## src/rtl/control_unit_pkg.sv

```systemverilog
// Shared channel definitions: control-unit state encodings, status bits and
// the command bit that selects write versus read direction.
package control_unit_pkg;

  typedef enum logic [3:0] {
    ST_IDLE         = 4'd0,
    ST_PROPAGATE    = 4'd1,
    ST_ADDRESS_IN   = 4'd2,
    ST_COMMAND_WAIT = 4'd3,
    ST_INIT_STATUS  = 4'd4,
    ST_INIT_ACCEPT  = 4'd5,
    ST_DATA         = 4'd6,
    ST_DATA_WAIT    = 4'd7,
    ST_END_STATUS   = 4'd8,
    ST_DISCONNECT   = 4'd9
  } cu_state_t;

  localparam logic [7:0] STATUS_CE  = 8'h10;
  localparam logic [7:0] STATUS_DE  = 8'h20;
  localparam logic [7:0] STATUS_END = STATUS_CE | STATUS_DE;

  // Command bit 0 set means a write/control command (channel -> device).
  localparam int CMD_WRITE_BIT = 0;

  function automatic logic cmd_is_write(input logic [7:0] cmd);
    return cmd[CMD_WRITE_BIT];
  endfunction

endpackage

```

## src/rtl/control_unit.sv

```systemverilog
// Channel control unit: selection, address echo, command latch, initial
// status, byte transfer with stop handling and ending status.
module control_unit
  import control_unit_pkg::*;
(
  input  logic       clk,
  input  logic       reset,
  input  logic [7:0] a_bus_out,
  input  logic       a_operational_out,
  input  logic       a_select_out,
  input  logic       a_address_out,
  input  logic       a_command_out,
  input  logic       a_service_out,
  output logic [7:0] a_bus_in,
  output logic       a_operational_in,
  output logic       a_select_in,
  output logic       a_address_in,
  output logic       a_status_in,
  output logic       a_service_in,
  input  logic [7:0] cu_address,
  input  logic [7:0] dev_status,
  input  logic [7:0] xfer_length,
  input  logic [7:0] tx_data,
  output logic       tx_strobe,
  output logic [7:0] rx_data,
  output logic       rx_strobe,
  output logic [7:0] command,
  output logic       command_strobe,
  output logic       active
);

  cu_state_t  state_q;
  logic [7:0] bus_in_q;
  logic       operational_in_q;
  logic       select_in_q;
  logic       address_in_q;
  logic       status_in_q;
  logic       service_in_q;
  logic       tx_strobe_q;
  logic [7:0] rx_data_q;
  logic       rx_strobe_q;
  logic [7:0] command_q;
  logic       command_strobe_q;
  logic [7:0] remaining_q;
  logic       stop_q;

  logic       addr_match_d;
  logic       is_write_d;
  logic [7:0] data_byte_d;
  logic [7:0] remaining_d;

  assign addr_match_d = (a_bus_out == cu_address);
  assign is_write_d   = cmd_is_write(command_q);
  assign data_byte_d  = is_write_d ? 8'h00 : tx_data;
  // Saturating decrement: the count never wraps below zero.
  assign remaining_d  = (remaining_q == 8'd0) ? 8'd0 : (remaining_q - 8'd1);

  always_ff @(posedge clk or negedge reset) begin
    if (!reset) begin
      state_q          <= ST_IDLE;
      bus_in_q         <= 8'h00;
      operational_in_q <= 1'b0;
      select_in_q      <= 1'b0;
      address_in_q     <= 1'b0;
      status_in_q      <= 1'b0;
      service_in_q     <= 1'b0;
      tx_strobe_q      <= 1'b0;
      rx_data_q        <= 8'h00;
      rx_strobe_q      <= 1'b0;
      command_q        <= 8'h00;
      command_strobe_q <= 1'b0;
      remaining_q      <= 8'h00;
      stop_q           <= 1'b0;
    end else begin
      tx_strobe_q      <= 1'b0;
      rx_strobe_q      <= 1'b0;
      command_strobe_q <= 1'b0;

      if (!a_operational_out) begin
        // Channel system reset wins over every transition.
        state_q          <= ST_IDLE;
        bus_in_q         <= 8'h00;
        operational_in_q <= 1'b0;
        select_in_q      <= 1'b0;
        address_in_q     <= 1'b0;
        status_in_q      <= 1'b0;
        service_in_q     <= 1'b0;
        stop_q           <= 1'b0;
      end else begin
        unique case (state_q)
          ST_IDLE: begin
            if (a_select_out && a_address_out && addr_match_d) begin
              operational_in_q <= 1'b1;
              state_q          <= ST_ADDRESS_IN;
            end else if (a_select_out) begin
              select_in_q <= 1'b1;
              state_q     <= ST_PROPAGATE;
            end
          end

          ST_PROPAGATE: begin
            select_in_q <= a_select_out;
            if (!a_select_out) begin
              state_q <= ST_IDLE;
            end
          end

          ST_ADDRESS_IN: begin
            if (a_command_out) begin
              command_q        <= a_bus_out;
              command_strobe_q <= 1'b1;
              remaining_q      <= xfer_length;
              stop_q           <= 1'b0;
              address_in_q     <= 1'b0;
              bus_in_q         <= 8'h00;
              state_q          <= ST_COMMAND_WAIT;
            end else if (!a_address_out) begin
              address_in_q <= 1'b1;
              bus_in_q     <= cu_address;
            end
          end

          ST_COMMAND_WAIT: begin
            if (!a_command_out) begin
              status_in_q <= 1'b1;
              bus_in_q    <= dev_status;
              state_q     <= ST_INIT_STATUS;
            end
          end

          ST_INIT_STATUS: begin
            if (a_service_out) begin
              status_in_q <= 1'b0;
              bus_in_q    <= 8'h00;
              state_q     <= ST_INIT_ACCEPT;
            end
          end

          ST_INIT_ACCEPT: begin
            if (!a_service_out) begin
              if (dev_status == 8'h00 && command_q != 8'h00) begin
                // A zero-length transfer skips straight to ending status.
                if (remaining_q == 8'd0) begin
                  status_in_q <= 1'b1;
                  bus_in_q    <= STATUS_END;
                  state_q     <= ST_END_STATUS;
                end else begin
                  service_in_q <= 1'b1;
                  bus_in_q     <= data_byte_d;
                  state_q      <= ST_DATA;
                end
              end else begin
                operational_in_q <= 1'b0;
                state_q          <= ST_IDLE;
              end
            end
          end

          ST_DATA: begin
            if (a_service_out) begin
              service_in_q <= 1'b0;
              bus_in_q     <= 8'h00;
              remaining_q  <= remaining_d;
              if (is_write_d) begin
                rx_data_q   <= a_bus_out;
                rx_strobe_q <= 1'b1;
              end else begin
                tx_strobe_q <= 1'b1;
              end
              state_q <= ST_DATA_WAIT;
            end else if (a_command_out) begin
              service_in_q <= 1'b0;
              bus_in_q     <= 8'h00;
              stop_q       <= 1'b1;
              state_q      <= ST_DATA_WAIT;
            end else begin
              bus_in_q <= data_byte_d;
            end
          end

          ST_DATA_WAIT: begin
            if (!a_service_out && !a_command_out) begin
              if (stop_q || remaining_q == 8'd0) begin
                status_in_q <= 1'b1;
                bus_in_q    <= STATUS_END;
                state_q     <= ST_END_STATUS;
              end else begin
                service_in_q <= 1'b1;
                bus_in_q     <= data_byte_d;
                state_q      <= ST_DATA;
              end
            end
          end

          ST_END_STATUS: begin
            if (a_service_out) begin
              status_in_q      <= 1'b0;
              operational_in_q <= 1'b0;
              bus_in_q         <= 8'h00;
              state_q          <= ST_DISCONNECT;
            end
          end

          ST_DISCONNECT: begin
            if (!a_service_out) begin
              stop_q  <= 1'b0;
              state_q <= ST_IDLE;
            end
          end

          default: begin
            state_q <= ST_IDLE;
          end
        endcase
      end
    end
  end

  assign a_bus_in         = bus_in_q;
  assign a_operational_in = operational_in_q;
  assign a_select_in      = select_in_q;
  assign a_address_in     = address_in_q;
  assign a_status_in      = status_in_q;
  assign a_service_in     = service_in_q;
  assign tx_strobe        = tx_strobe_q;
  assign rx_data          = rx_data_q;
  assign rx_strobe        = rx_strobe_q;
  assign command          = command_q;
  assign command_strobe   = command_strobe_q;
  assign active           = (state_q != ST_IDLE);

endmodule
```

## config.mk

```make
export PLATFORM = sky130hd
export DESIGN_NAME = control_unit
export DESIGN_NICKNAME = d
export VERILOG_FILES = /design/src/rtl/control_unit_pkg.sv /design/src/rtl/control_unit.sv
export SDC_FILE = /design/constraint.sdc
export NUM_CORES = 1
export LEC_CHECK = 0
export CORE_MARGIN = 2
export CORE_UTILIZATION = 30
export DETAILED_ROUTE_END_ITERATION = 8
export DONT_BUFFER_PORTS = 1
export HOLD_SLACK_MARGIN = 0.05
export PLACE_DENSITY = 0.41
export SLEW_MARGIN = 25
export SYNTH_ARGS = -nofsm -noshare
export SYNTH_HDL_FRONTEND = slang
export SYNTH_SLANG_ARGS = --single-unit
```

## constraint.sdc

```tcl
create_clock -name clk -period 2.75 [get_ports clk]
set_input_delay 0.4125 -clock clk [delete_from_list [all_inputs] [get_ports clk]]
set_output_delay 0.4125 -clock clk [all_outputs]
set_load 0.1 [all_outputs]
```

Yosys cells after proc, flatten, opt, wreduce, memory -nomap -nowiden:

Cells that the tools add are included.

* reduce and logical (&&, ||, !) cells: 25
* mux-type cells: 82
* add/subtract/negate cells: 1
* eq/ne operators: 43

Operators with widths (number)
* 2-to-1 mux 8 bit: 16
* 2-to-1 mux 4 bit: 16
* inequality test 3 bit (second input constant): 19
* case mux 8 bit (6 select lines): 1
* 2-to-1 mux 1 bit: 42
* case mux 4 bit (10 select lines): 1
* == test 4 x 3 -> 1 bit (second input constant): 4
* logical NOT 8 bit: 2
* case mux 8 bit (2 select lines): 1
* AND reduction 7 bit: 2
* inequality test 4 x 1 -> 1 bit (second input constant): 3
* inequality test 4 bit (second input constant): 3
* AND reduction 10 bit: 1
* AND reduction 5 bit: 2
* case mux 1 bit (3 select lines): 3
* == test 4 x 2 -> 1 bit (second input constant): 2
* == test 4 bit (second input constant): 2
* == test 8 bit: 1
* AND reduction 4 bit: 2
* AND reduction 8 bit: 1
* nonzero test 8 bit: 1
* subtractor 8 x 1 -> 8 bit (second input constant): 1
* inequality test 7 x 2 -> 1 bit (second input constant): 1
* inequality test 3 x 2 -> 1 bit (second input constant): 2
* 16 further kinds: 22

* output and inout bits: 33
* input port bits: 47
* word-level logic and storage cells: 165
* register bits: 45

Longest topological paths before layout:

Gate-level depths: netlist of run 1.

* depth after elaboration: 6
* mapped depth: 8
* mapped depth without buffers: 7

Worst setup path after synthesis of run 1:

No wires, ideal clock.

* path type: register to register
* start: reg command_q[0] (netlist: command[0])
* end: reg state_q[1]
* arrival: 2310 ps
* slack: 308 ps
* library setup time: 132 ps
* clock period less this slack: 2442 ps
* stages on the path, launching flop included: 6
* path buffers: 0
* data required time: 2618 ps
* cells stage by stage: dfrtp_1 > or4_1 > o211ai_1 > o211ai_1 > a211oi_1 > o22ai_1

* cells in the longest elaborated chain, start to end: 6

Ends and longest elaborated chain
* start, declared: line control_unit.sv:42 `logic [7:0] command_q;`
* start signal, assigned: line control_unit.sv:110 `command_q <= a_bus_out;`
* nonzero test 8 bit: line control_unit.sv:141 `if (dev_status == 8'h00 && command_q != 8'h00) begin`
* logical AND 1 bit: line control_unit.sv:141
* 2-to-1 mux 4 bit: line control_unit.sv:141
* 2-to-1 mux 4 bit: line control_unit.sv:140 `if (!a_service_out) begin`
* case mux 4 bit (10 select lines): line control_unit.sv:90 `unique case (state_q)`
* 2-to-1 mux 4 bit: line control_unit.sv:79 `if (!a_operational_out) begin`
* end signal, assigned: line control_unit.sv:81 `state_q <= ST_IDLE;`
* end signal, assigned: line control_unit.sv:94 `state_q <= ST_ADDRESS_IN;`
* end signal, assigned: line control_unit.sv:146 `state_q <= ST_END_STATUS;`
* end, declared: line control_unit.sv:32 `cu_state_t state_q;`

Every way passes these cells. The select of a mux whose other input is x is not followed.
A chain may end at the register's enable or synchronous reset.

Worst setup path after layout of run 1:

* start: reg remaining_q[0]
* end: reg bus_in_q[0] (netlist: a_bus_in[0])

* cells in the longest elaborated chain, start to end: 6
* elaborated cells between the ends (all ways): 9
* classes of those cells: mux: 7; reduce/logical: 2

Ends and longest elaborated chain
* start, declared: line control_unit.sv:44 `logic [7:0] remaining_q;`
* start signal, assigned: line control_unit.sv:112 `remaining_q <= xfer_length;`
* start signal, assigned: line control_unit.sv:163 `remaining_q <= remaining_d;`
* logical NOT 8 bit (*): line control_unit.sv:143, control_unit.sv:183
* 2-to-1 mux 8 bit / logical OR 1 bit (equally long branches): line control_unit.sv:143, control_unit.sv:183
* 2-to-1 mux 8 bit (on tied branches): line control_unit.sv:141, control_unit.sv:183
* 2-to-1 mux 8 bit (on tied branches): line control_unit.sv:140, control_unit.sv:182
* case mux 8 bit (6 select lines) (*): line control_unit.sv:90
* 2-to-1 mux 8 bit (*): line control_unit.sv:79
* end signal, assigned: line control_unit.sv:119 `bus_in_q <= cu_address;`
* end signal, assigned: line control_unit.sv:126 `bus_in_q <= dev_status;`
* end signal, assigned: line control_unit.sv:149 `bus_in_q <= data_byte_d;`
* end, declared: line control_unit.sv:33 `logic [7:0] bus_in_q;`

Mark *: on every way between the ends. The rest lies on a longest branch, timed or not. The select of a mux whose other input is x is not followed.

==> metrics.md, run 1 <==
| Metric | Value |
|---|---|
| CP Class | register to register |
| Root buf cell | clkbuf_8 |
| WL met2 | 4160 um |
| Most used cell along the critical path | a21oi_1 |
| Worst EP required | 2.91 ns |
| Top-area cell type share of the netlist area | 40.1% |
| Pin count of the biggest net entering global routing | 46 |
| Vias per cell | 5.61 |
| Detail Route Antenna Nets | 0 |
| Width of the die | 101 um |
| Top cells by count, synth | dfrtp_1, a21oi_1, nor2_1 |
| TritonCTS Buffers | 5 |
| Number of antenna diodes | 0 |
| CTS sink count | 45 |
| Vias | 2520 |
| Nets | 386 |
| Crit path largest cell delay | 0.67 ns |
| Final Critical Period | 2.40 ns |
| Drc violations | 0 |
| Vias in the first global route | 2576 |
| Top achievable clock speed | roughly 420 MHz |
| Initial DRT Pass Iterations | 4 |
| Remaining global-route overflow | 0 |
| Per-cell routed wire length | around 20 um |
| Io pins | 80 |
| Area Overhead vs Synth | 15.7% |
| FF+latch count, synth | 45 |
| Worst skew pair latency | between 0.3 and 0.4 ns |
| Most numerous cell in the Yosys netlist | dfrtp_1 |
| Syn Nets | 364 |
| Crit path DAT | between 2 and 3 ns |
| Count of final setup violators | 0 |
| Post-synth cell types | 55 |
| FFs w/ async S/R, synth | 100% |
| # H-tree levels | 2 |
| Met3 wire len | around 820 um |
| Worst hold path class | input port to register |
| Critical path origin | remaining_q[0] |
| Worst reg2reg path depth | 8 |
| Cells along the critical path | inv_1, ha_1, or4b_2, o2111ai_1, a21oi_1, buf_4, a21oi_1, o32ai_1 |
| CP Max Fanout | 6 |
| FP Rows | 35 |
| CTS tree | built |
| RR Startpoint | remaining_q[0] |
| Leakage | between 1 and 1.5 nW |
| Initial core utilization | 30.7% |
| Slowest stage cell on the critical path | or4b_2 |
| Max-slew violations | 0 |
| Die area | 10100 sq um |
| Synthesized area | 2810 sq um |
| Final std cells w/o fill | 449 |
| Worst slew pin tran | just over 1 ns |
| Relative slew slack | 30.9% |
| Synth warn | 0 |
| TNS Setup | 0 ns |
| Post-Route WL | 8840 um |
| Max-Cap Viols | 0 |
| Total GRT Usage | roughly 18% |
| Share of layout cells above drive strength 1 | between 10% and 20% |
| Initial antenna violation count | 0 |
| R2r setup slk | 0.35 ns |
| P per Cell Area | roughly 530 nW/um^2 |
| Placed Instances | 439 |
| First-pass GRT wire length | ~14000 um |
| Core area | 9150 sq um |
| RePlAce Congestion | 0.801 |
| Max Root-Sink Buffers | 2 |
| 1st-iter DRT viols | 171 |
| Metal-1 WL | ~3700 um |
| Number of synthesized flops with an enable pin | 0 |
| Top Layer Used | met4 |
| Placed wire-length estimate | approximately 6600 um |
| Ranking of synthesized cells by area | dfrtp_1, mux2_2, a21oi_1 |
| Seq/Total Area, Yosys | 40.1% |
| Core Util, Final | 35.5% |
| Ys flop type | dfrtp_1 |
| RSZ-0062 raised after global routing | false |
| Period utilization | slightly below 90% |
| Port bufs | 0 |
| Maximum vdd drop | between 0.2 and 0.25 mV |
| Post-Synthesis Cells | 315 |
| Final hold viol count | 0 |
| Critical Path End | a_bus_in[0] |
| FF-to-FF End | a_bus_in[0] |
| Die Height | between 100 and 150 um |
| Startpoint types | register |
| Fillers | 938 |
| Clk pin slew, worst setup/hold paths | 0.10 ns |
| Mean post-synth cell area | 8.91 sq um |
| Crit. End Element | register |
| Area leader, netlist | dfrtp_1 |
| Status | finished, final reports clean |
| Clock skew | 0.00716 ns |
-- worst min path at each step --
stage	cells past startpoint	slack (ns)	endpoint	start
final	1	0.18	a_address_in	a_command_out
after CTS	1	0.18	a_address_in	a_command_out
after global placement	0	0.12	state_q[2]	reset
after floorplan	0	0.12	a_address_in	reset
after global routing	1	0.18	a_address_in	a_command_out
after detailed placement	0	0.12	a_address_in	reset
-- state kept, by name (all words and copies together), names as in the netlist --
| register | count |
|---|---|
| tx_strobe | 1 |
| a_operational_in | 1 |
| stop_q | 1 |
| a_select_in | 1 |
| rx_data | 8 |
| a_address_in | 1 |
| rx_strobe | 1 |
| a_status_in | 1 |
| a_bus_in | 8 |
| remaining_q | 8 |
| a_service_in | 1 |
| state_q | 4 |
| command_strobe | 1 |
| command | 8 |
-- worst max-delay path, delay by kind of cell, from the launching register on --
family | cells | cell delay [ns]
AO/OA/AOI/OAI | 4 | 0.75
adder cells (fa/ha/maj) | 1 | 0.14
buffers and inverters | 2 | 0.27
flip-flops | 1 | 0.42
AND/OR/NAND/NOR | 1 | 0.67
-- report_power, final --
group          switching, mW  internal [mW]  leakage (nW)  total (mW)
Combinational          0.245          0.131         0.728       0.376
Sequential            0.0923          0.695         0.615       0.788
Clock                  0.264          0.279        0.0603       0.543
Total                  0.602           1.11          1.40        1.71
-- metal layers --
layer  vias to the layer above  track usage, %
li1                       1211               -
met1                      1200            23.1
met2                        99            28.2
met3                        10            6.52
met4                         0            5.48
met5                         -               0
-- final cells by class --
type                            instances  area [sq um]  area share (%)
Clock inverter                          3          50.0            1.54
Clock buffer                            5          68.8            2.12
Multi-Input combinational cell        238          1550            47.7
Inverter                               16          60.1            1.85
Sequential cell                        45          1130            34.7
Tap cell                              111           139            4.28
Timing Repair Buffer                   31           255            7.86
-- kinds of logic (layout without fill, tap and decap cells) --
kind of cell,after synthesis,count (layout),share of synthesized area [%]
AOI/OAI and AO/OA,95,95,23.2
xor gates and xnor gates,7,7,2.18
adders and majority gates,2,2,0.892
buffers and inverters,32,55,4.73
DFF,45,45,40.1
muxes,18,18,7.13
and+or+nand+nor,116,116,21.7
-- layout by cell type (no fill, tap or decap), drive strengths merged, types with 4 or more instances in the layout --
master,instances
inv,15
nor4b,4
nand2,25
o32ai,10
nor2,35
nor2b,6
nand2b,7
mux2,16
dfrtp,45
buf,30
a21oi,35
a211oi,4
nand3,5
o21ai,15
nor4,5
o22ai,5
nor3,11
clkbuf,5
xnor2,7
-- repair_timing --
action	in CTS	in global routing
endpoints found under the hold margin	45	0
gates resized for setup	0	0
setup buffers	0	0
hold buffers	2	0
setup endpoints to repair	0	0
-- stage by stage --
| stage | worst slack (ns) | cell area [sq um] | hold slack (ns) | total power, mW |
|---|---|---|---|---|
| after CTS | 0.349 | 3250 | 0.175 | 1.73 |
| after global routing | 0.219 | 3250 | 0.177 | 1.79 |
| after detailed placement | 0.360 | 3090 | 0.119 | 1.16 |
| final | 0.348 | 3250 | 0.181 | 1.71 |
| after global placement | 0.358 | 3090 | 0.119 | 1.16 |
| after floorplan | 0.308 | 2810 | 0.117 | 1.07 |
Power figures use the tool's default switching activity.
==> run 2: changes to the inputs <==
- RECOVER_POWER: default -> 25
==> run 2 against run 1 <==
Net effect:
- via count rose by 0.63%
- setup slack got worse by 0.0098 ns
- sequential power barely moved
- utilization is 0.25 points lower
- first-iteration DRC count grew 1.2%
- cell area is 0.69% lower
- clock-buffer cell count did not move
- sequential cell count is the same
- maximum frequency is 0.41% lower
- critical endpoint is now active
==> metrics.md, run 2 (same netlist as run 1, synthesis figures left out) <==
| Metric | Value |
|---|---|
| Status | finished, final reports clean |
| Commonest cells after routing, fill and taps aside | dfrtp_1, a21oi_1, nor2_1, buf_4, nand2_1 |
| Vias in the first global route | 2576 |
| Crit. End Element | output port |
| Clk pwr share | 31.9% |
| Die Height | 101 um |
| Final Critical Period | 2.41 ns |
| CP Class | register to output port |
| Commonest non-fill, non-tap cell in the layout | dfrtp_1 |
| RePlAce Congestion | between 0.8 and 0.9 |
| Crit path DAT | about 2.0 ns |
| PnR worst setup slack | 0.338 ns |
| Worst slew pin tran | 1.22 ns |
| # H-tree levels | 2 |
| Core area | 9150 sq um |
| RSZ-0062 raised after global routing | false |
| Initial DRT Pass Iterations | 5 |
| Port bufs | 0 |
| Setup bufs post-CTS | 0 |
| Vias per cell | ~5.6 |
| Io pins | 80 |
| Pre-CTS setup slack | 0.360 ns |
| CTS tree | built |
| Relative slew slack | 18.7% |
| Maximum vdd drop | roughly 0.21 mV |
| Area Overhead vs Synth | 14.9% |
| Startpoint types | register |
| Net switching power | 0.603 mW |
| TritonCTS Buffers | 5 |
| Count of final setup violators | 0 |
| Switching Share | 35.4% |
| Max-Cap Viols | 0 |
| CTS sink count | 45 |
| Worst EP required | 2.34 ns |
| Max Root-Sink Buffers | 2 |
| Total power | 1.70 mW |
| RR Startpoint | remaining_q[0] |
| Initial antenna violation count | 0 |
| Pin count of the biggest net entering global routing | 46 |
| P_int | 1.10 mW |
| Clk pin slew, worst setup/hold paths | 0.10 ns |
| Top achievable clock speed | 415 MHz |
| Remaining global-route overflow | 0 |
| Share of layout cells above drive strength 1 | 19.2% |
| Worst reg2reg path depth | 8 |
| FP Rows | 35 |
| Period utilization | 87.7% |
| Drc violations | 0 |
| 1st-iter DRT viols | 173 |
| Post-CTS resize count | 0 |
| Detail Route Antenna Nets | 0 |
| Root buf cell | clkbuf_8 |
| P per Cell Area | 529 nW/um^2 |
| Total GRT Usage | 17.9% |
| Placed wire-length estimate | approximately 6600 um |
| Post-Route WL | 8890 um |
| Worst skew pair latency | between 0.3 and 0.4 ns |
| Worst hold path class | input port to register |
| CP Max Fanout | 21 |
| Initial core utilization | between 30% and 40% |
| TNS Setup | 0 ns |
| Max-slew violations | 0 |
| Design area | roughly 3200 sq um |
| Width of the die | 101 um |
| Core Util, Final | 35.2% |
| Area post-placement | slightly above 3000 sq um |
| First-pass GRT wire length | approximately 14000 um |
| Sequential share of power | 46.2% |
| Vias | between 2000 and 3000 |
| Hold path depth | 1 |
| Hold wc startpoint | a_command_out |
| Clock skew | 0.00762 ns |
| Per-cell routed wire length | a little under 20 um |
| Final hold viol count | 0 |
| Die area | 10100 sq um |
| Nets | 386 |
| Leakage | 1.39 nW |
| Hold endpoint | a_address_in |
| R2r setup slk | 0.35 ns |
| Number of antenna diodes | 0 |
| Comb power frac | a little over a fifth |
| FF-to-FF End | a_bus_in[7] |
==> run 2: changes by cell type in the layout (fill, tap and decap cells not counted) <==
cell and change:
buf_16 -1, clkbuf_2 +1
==> run 2: critical path: stages (launching register included) <==
cell	delay, ns
dfrtp_1	0.49
buf_4	0.26
nor4_1	0.58
inv_1	0.10
buf_4	0.26
==> run 2: final cells by class <==
cell class,count,area (sq um)
repair buffers,31,233
fillers,939,5930
flip-flops and latches,45,1130
inverters,16,60.1
clock buffers,5,68.8
clock inverters,3,50.0
well taps,111,139
multi-input cells,238,1550
==> run 2: through the flow <==
stage / hold slack (ns) / instances
after floorplan: 0.117 / 315
after global placement: 0.119 / 439
after detailed placement: 0.119 / 439
after CTS: 0.175 / 449
after global routing: 0.177 / 449
final: 0.182 / 449
==> run 2: worst max path at each step <==
stage | start | to | slack, ns | cells past startpoint
3_5_place_dp | remaining_q[0] | a_bus_in[7] | 0.36 | 8
5_1_grt | state_q[1] | active | 0.22 | 4
2_1_floorplan | command[0] | state_q[1] | 0.31 | 5
4_1_cts | remaining_q[0] | a_bus_in[7] | 0.35 | 8
3_3_place_gp | remaining_q[0] | a_bus_in[0] | 0.36 | 8
6_report | state_q[1] | active | 0.34 | 4
==> run 2: metal layers <==
metal / global-route usage [%] / share of wire (%)
met5: 0 / 0
met4: 5.48 / 1.9
met3: 6.52 / 8.3
met2: 28.2 / 46
met1: 23.1 / 44
==> run 2: power groups by stage <==
stage               Clock [mW]  Combinational, mW  Sequential [mW]
floorplan                    0              0.209            0.858
detailed placement           0              0.358            0.801
global route             0.589              0.404            0.795
global placement             0              0.358            0.801
CTS                      0.565              0.380            0.788
finish                   0.544              0.373            0.788
==> run 2: what timing repair did <==
| item | 4_1_cts | 5_1_grt |
|---|---|---|
| endpoints found under the hold margin | 45 | 0 |
| endpoints found under the setup margin | 0 | 0 |
| hold buffers | 2 | 0 |
==> run 3: changes to the inputs <==
- ABC_AREA: default -> 1
==> run 3 against run 2 <==
Net effect:
- setup slack improved by 0.27 ns
- sequential cell count is the same
- via count rose by 18%
- total power grew 7.2%
- cell count grew 37%
- cell area grew 7.2%
- critical path type unchanged
- critical endpoint unchanged
==> metrics.md, run 3 <==
| Metric | Value |
|---|---|
| P per Cell Area | 529 nW/um^2 |
| Commonest non-fill, non-tap cell in the layout | nand2_1 |
| Period utilization | 78.1% |
| Relative slew slack | 22.1% |
| Vias | between 3000 and 4000 |
| Port bufs | 0 |
| R2r setup slk | 0.62 ns |
| Die Height | 106 um |
| FF+latch count, synth | 45 |
| 1st-iter DRT viols | 105 |
| Area leader, netlist | dfrtp_1 |
| Placed Instances | 605 |
| TNS Setup | 0 ns |
| Final hold viol count | 0 |
| Maximum vdd drop | 0.453 mV |
| Die area | 11200 sq um |
| FFs w/ async S/R, synth | 100% |
| Per-cell routed wire length | about 16 um |
| Nets | 527 |
| CP Max Fanout | 6 |
| Initial DRT Pass Iterations | 4 |
| Syn Nets | just over 500 |
| RSZ-0062 raised after global routing | false |
| Startpoint types | register |
| Post-synth cell types | 34 |
| Top cells by count, synth | nand2_1, nor2_1, inv_1 |
| Commonest cells after routing, fill and taps aside | nand2_1, nor2_1, inv_1, nand3_1, dfrtp_1 |
| Share of layout cells above drive strength 1 | a little over an eighth |
| Status | finished, final reports clean |
| FP Rows | 37 |
| Detail Route Antenna Nets | 0 |
| Crit. End Element | output port |
| CP Class | register to output port |
| Number of synthesized flops with an enable pin | 0 |
| Hold path depth | 2 |
| Worst EP required | roughly 2.3 ns |
| Ys flop type | dfrtp_1 |
| Top-area cell type share of the netlist area | between 30% and 40% |
| Initial antenna violation count | 0 |
| Worst slew pin tran | 1.17 ns |
| Post-Route WL | 9790 um |
| Final Critical Period | 2.15 ns |
| # H-tree levels | 2 |
| Worst hold path class | input port to register |
| Seq/Total Area, Yosys | 36.0% |
| Synthesized area | between 3000 and 4000 sq um |
| Io pins | 80 |
| Hold endpoint | command[0] |
| Mean post-synth cell area | 6.69 sq um |
| FF-to-FF End | a_bus_in[6] |
| Remaining global-route overflow | 0 |
| Vias in the first global route | between 3000 and 4000 |
| Area Overhead vs Synth | 10.6% |
| Worst reg2reg path depth | 10 |
| Max Root-Sink Buffers | 2 |
| Number of antenna diodes | 0 |
| Root buf cell | clkbuf_8 |
| Count of final setup violators | 0 |
| Width of the die | about 110 um |
| Vias per cell | 4.88 |
| Pin count of the biggest net entering global routing | 46 |
| Most numerous cell in the Yosys netlist | nand2_1 |
| First-pass GRT wire length | about 16000 um |
| RePlAce Congestion | around 0.92 |
| Total GRT Usage | 18.3% |
| Post-Synthesis Cells | around 470 |
| Ranking of synthesized cells by area | dfrtp_1, nand2_1, nand3_1 |
| Final std cells w/o fill | between 600 and 700 |
| CTS tree | built |
| Placed wire-length estimate | 7670 um |
| Clock skew | 0.0139 ns |
| Setup bufs post-CTS | 0 |
| Core area | slightly above 10000 sq um |
| Post-CTS resize count | 0 |
| Max-slew violations | 0 |
| TritonCTS Buffers | 5 |
| CTS sink count | between 40 and 50 |
| Hold wc startpoint | a_bus_out[0] |
| Clk pin slew, worst setup/hold paths | about 0.11 ns |
| Drc violations | 0 |
| Fillers | roughly 1100 |
| Top achievable clock speed | roughly 470 MHz |
| Synth warn | 0 |
| RR Startpoint | state_q[2] |
| Max-Cap Viols | 0 |
| Crit path DAT | ~1.7 ns |
| Worst skew pair latency | 0.31 ns |
| Leakage | approximately 1.7 nW |
| Initial core utilization | 30.5% |
[run 3: cell count changes in the layout (fill, tap and decap cells not counted), moves of 17 or more]
cell     change
inv_1       +35
o21ai_0     +17
nand2_1    +119
nand3_1     +40
buf_4       -19
nor2_1      +18
a21oi_1     -26
[run 3: cell families after synthesis]
group,share of synthesized area (%)
AO/OA/AOI/OAI,10.7
XOR/XNOR,1.68
buffers and inverters,8.49
AND/OR/NAND/NOR,42.3
adder cells (fa/ha/maj),0.801
flip-flops,36.0
[run 3: report_power, final]
group	internal (mW)	leakage, nW	switching, mW
Sequential	0.697	0.591	0.208
Clock	0.278	0.0591	0.265
Combinational	0.0990	1.10	0.282
Total	1.07	1.75	0.755
[run 3: layout make-up]
type | count | area [sq um] | share of cell area (%)
sequential | 45 | 1130 | 32.6
tap | 136 | 170 | 4.92
multi-input combinational | 356 | 1730 | 50.1
inverter | 58 | 220 | 6.37
clock inverter | 3 | 47.5 | 1.38
timing repair buffer | 12 | 90.1 | 2.61
clock buffer | 5 | 68.8 | 1.99
[run 3: critical path, stage by stage (launching register included)]
cell and delay, ns:
dfrtp_1 0.53, nor2_4 0.21, inv_2 0.08, nor2_1 0.24, inv_1 0.12, buf_4 0.25
[run 3: layer usage]
layer	global-route usage [%]	routed length, um	part of all wire (%)
met1	23.8	4430	45
met2	30.1	4450	45
met3	4.66	796	8.1
met4	4.98	111	1.1
met5	0	0	0
[run 3: through the flow]
step | total power [mW] | utilization [%] | cell area, sq um | hold WS [ns] | worst slack [ns]
3_3_place_gp | 1.29 | 32.5 | 3320 | 0.118 | 0.694
5_1_grt | 1.94 | 33.8 | 3460 | 0.230 | 0.387
3_5_place_dp | 1.29 | 32.5 | 3320 | 0.119 | 0.647
2_1_floorplan | 1.20 | - | 3120 | 0.117 | 0.780
4_1_cts | 1.86 | 34.0 | 3480 | 0.213 | 0.587
6_report | 1.83 | 33.8 | 3460 | 0.229 | 0.603
[run 3: worst max-delay path by stage]
stage / startpoint / end / depth (start not counted) / slack, ns
2_1_floorplan: state_q[0] / a_select_in / 9 / 0.78
3_3_place_gp: state_q[2] / a_bus_in[1] / 10 / 0.69
3_5_place_dp: state_q[2] / a_bus_in[6] / 10 / 0.65
4_1_cts: state_q[0] / active / 5 / 0.59
5_1_grt: state_q[2] / a_bus_in[6] / 10 / 0.39
6_report: state_q[2] / active / 5 / 0.60
[run 3: repair_timing]
action | 4_1_cts | 5_1_grt
hold buffers | 2 | 0
hold endpoints to repair | 45 | 0
setup endpoints to repair | 0 | 0
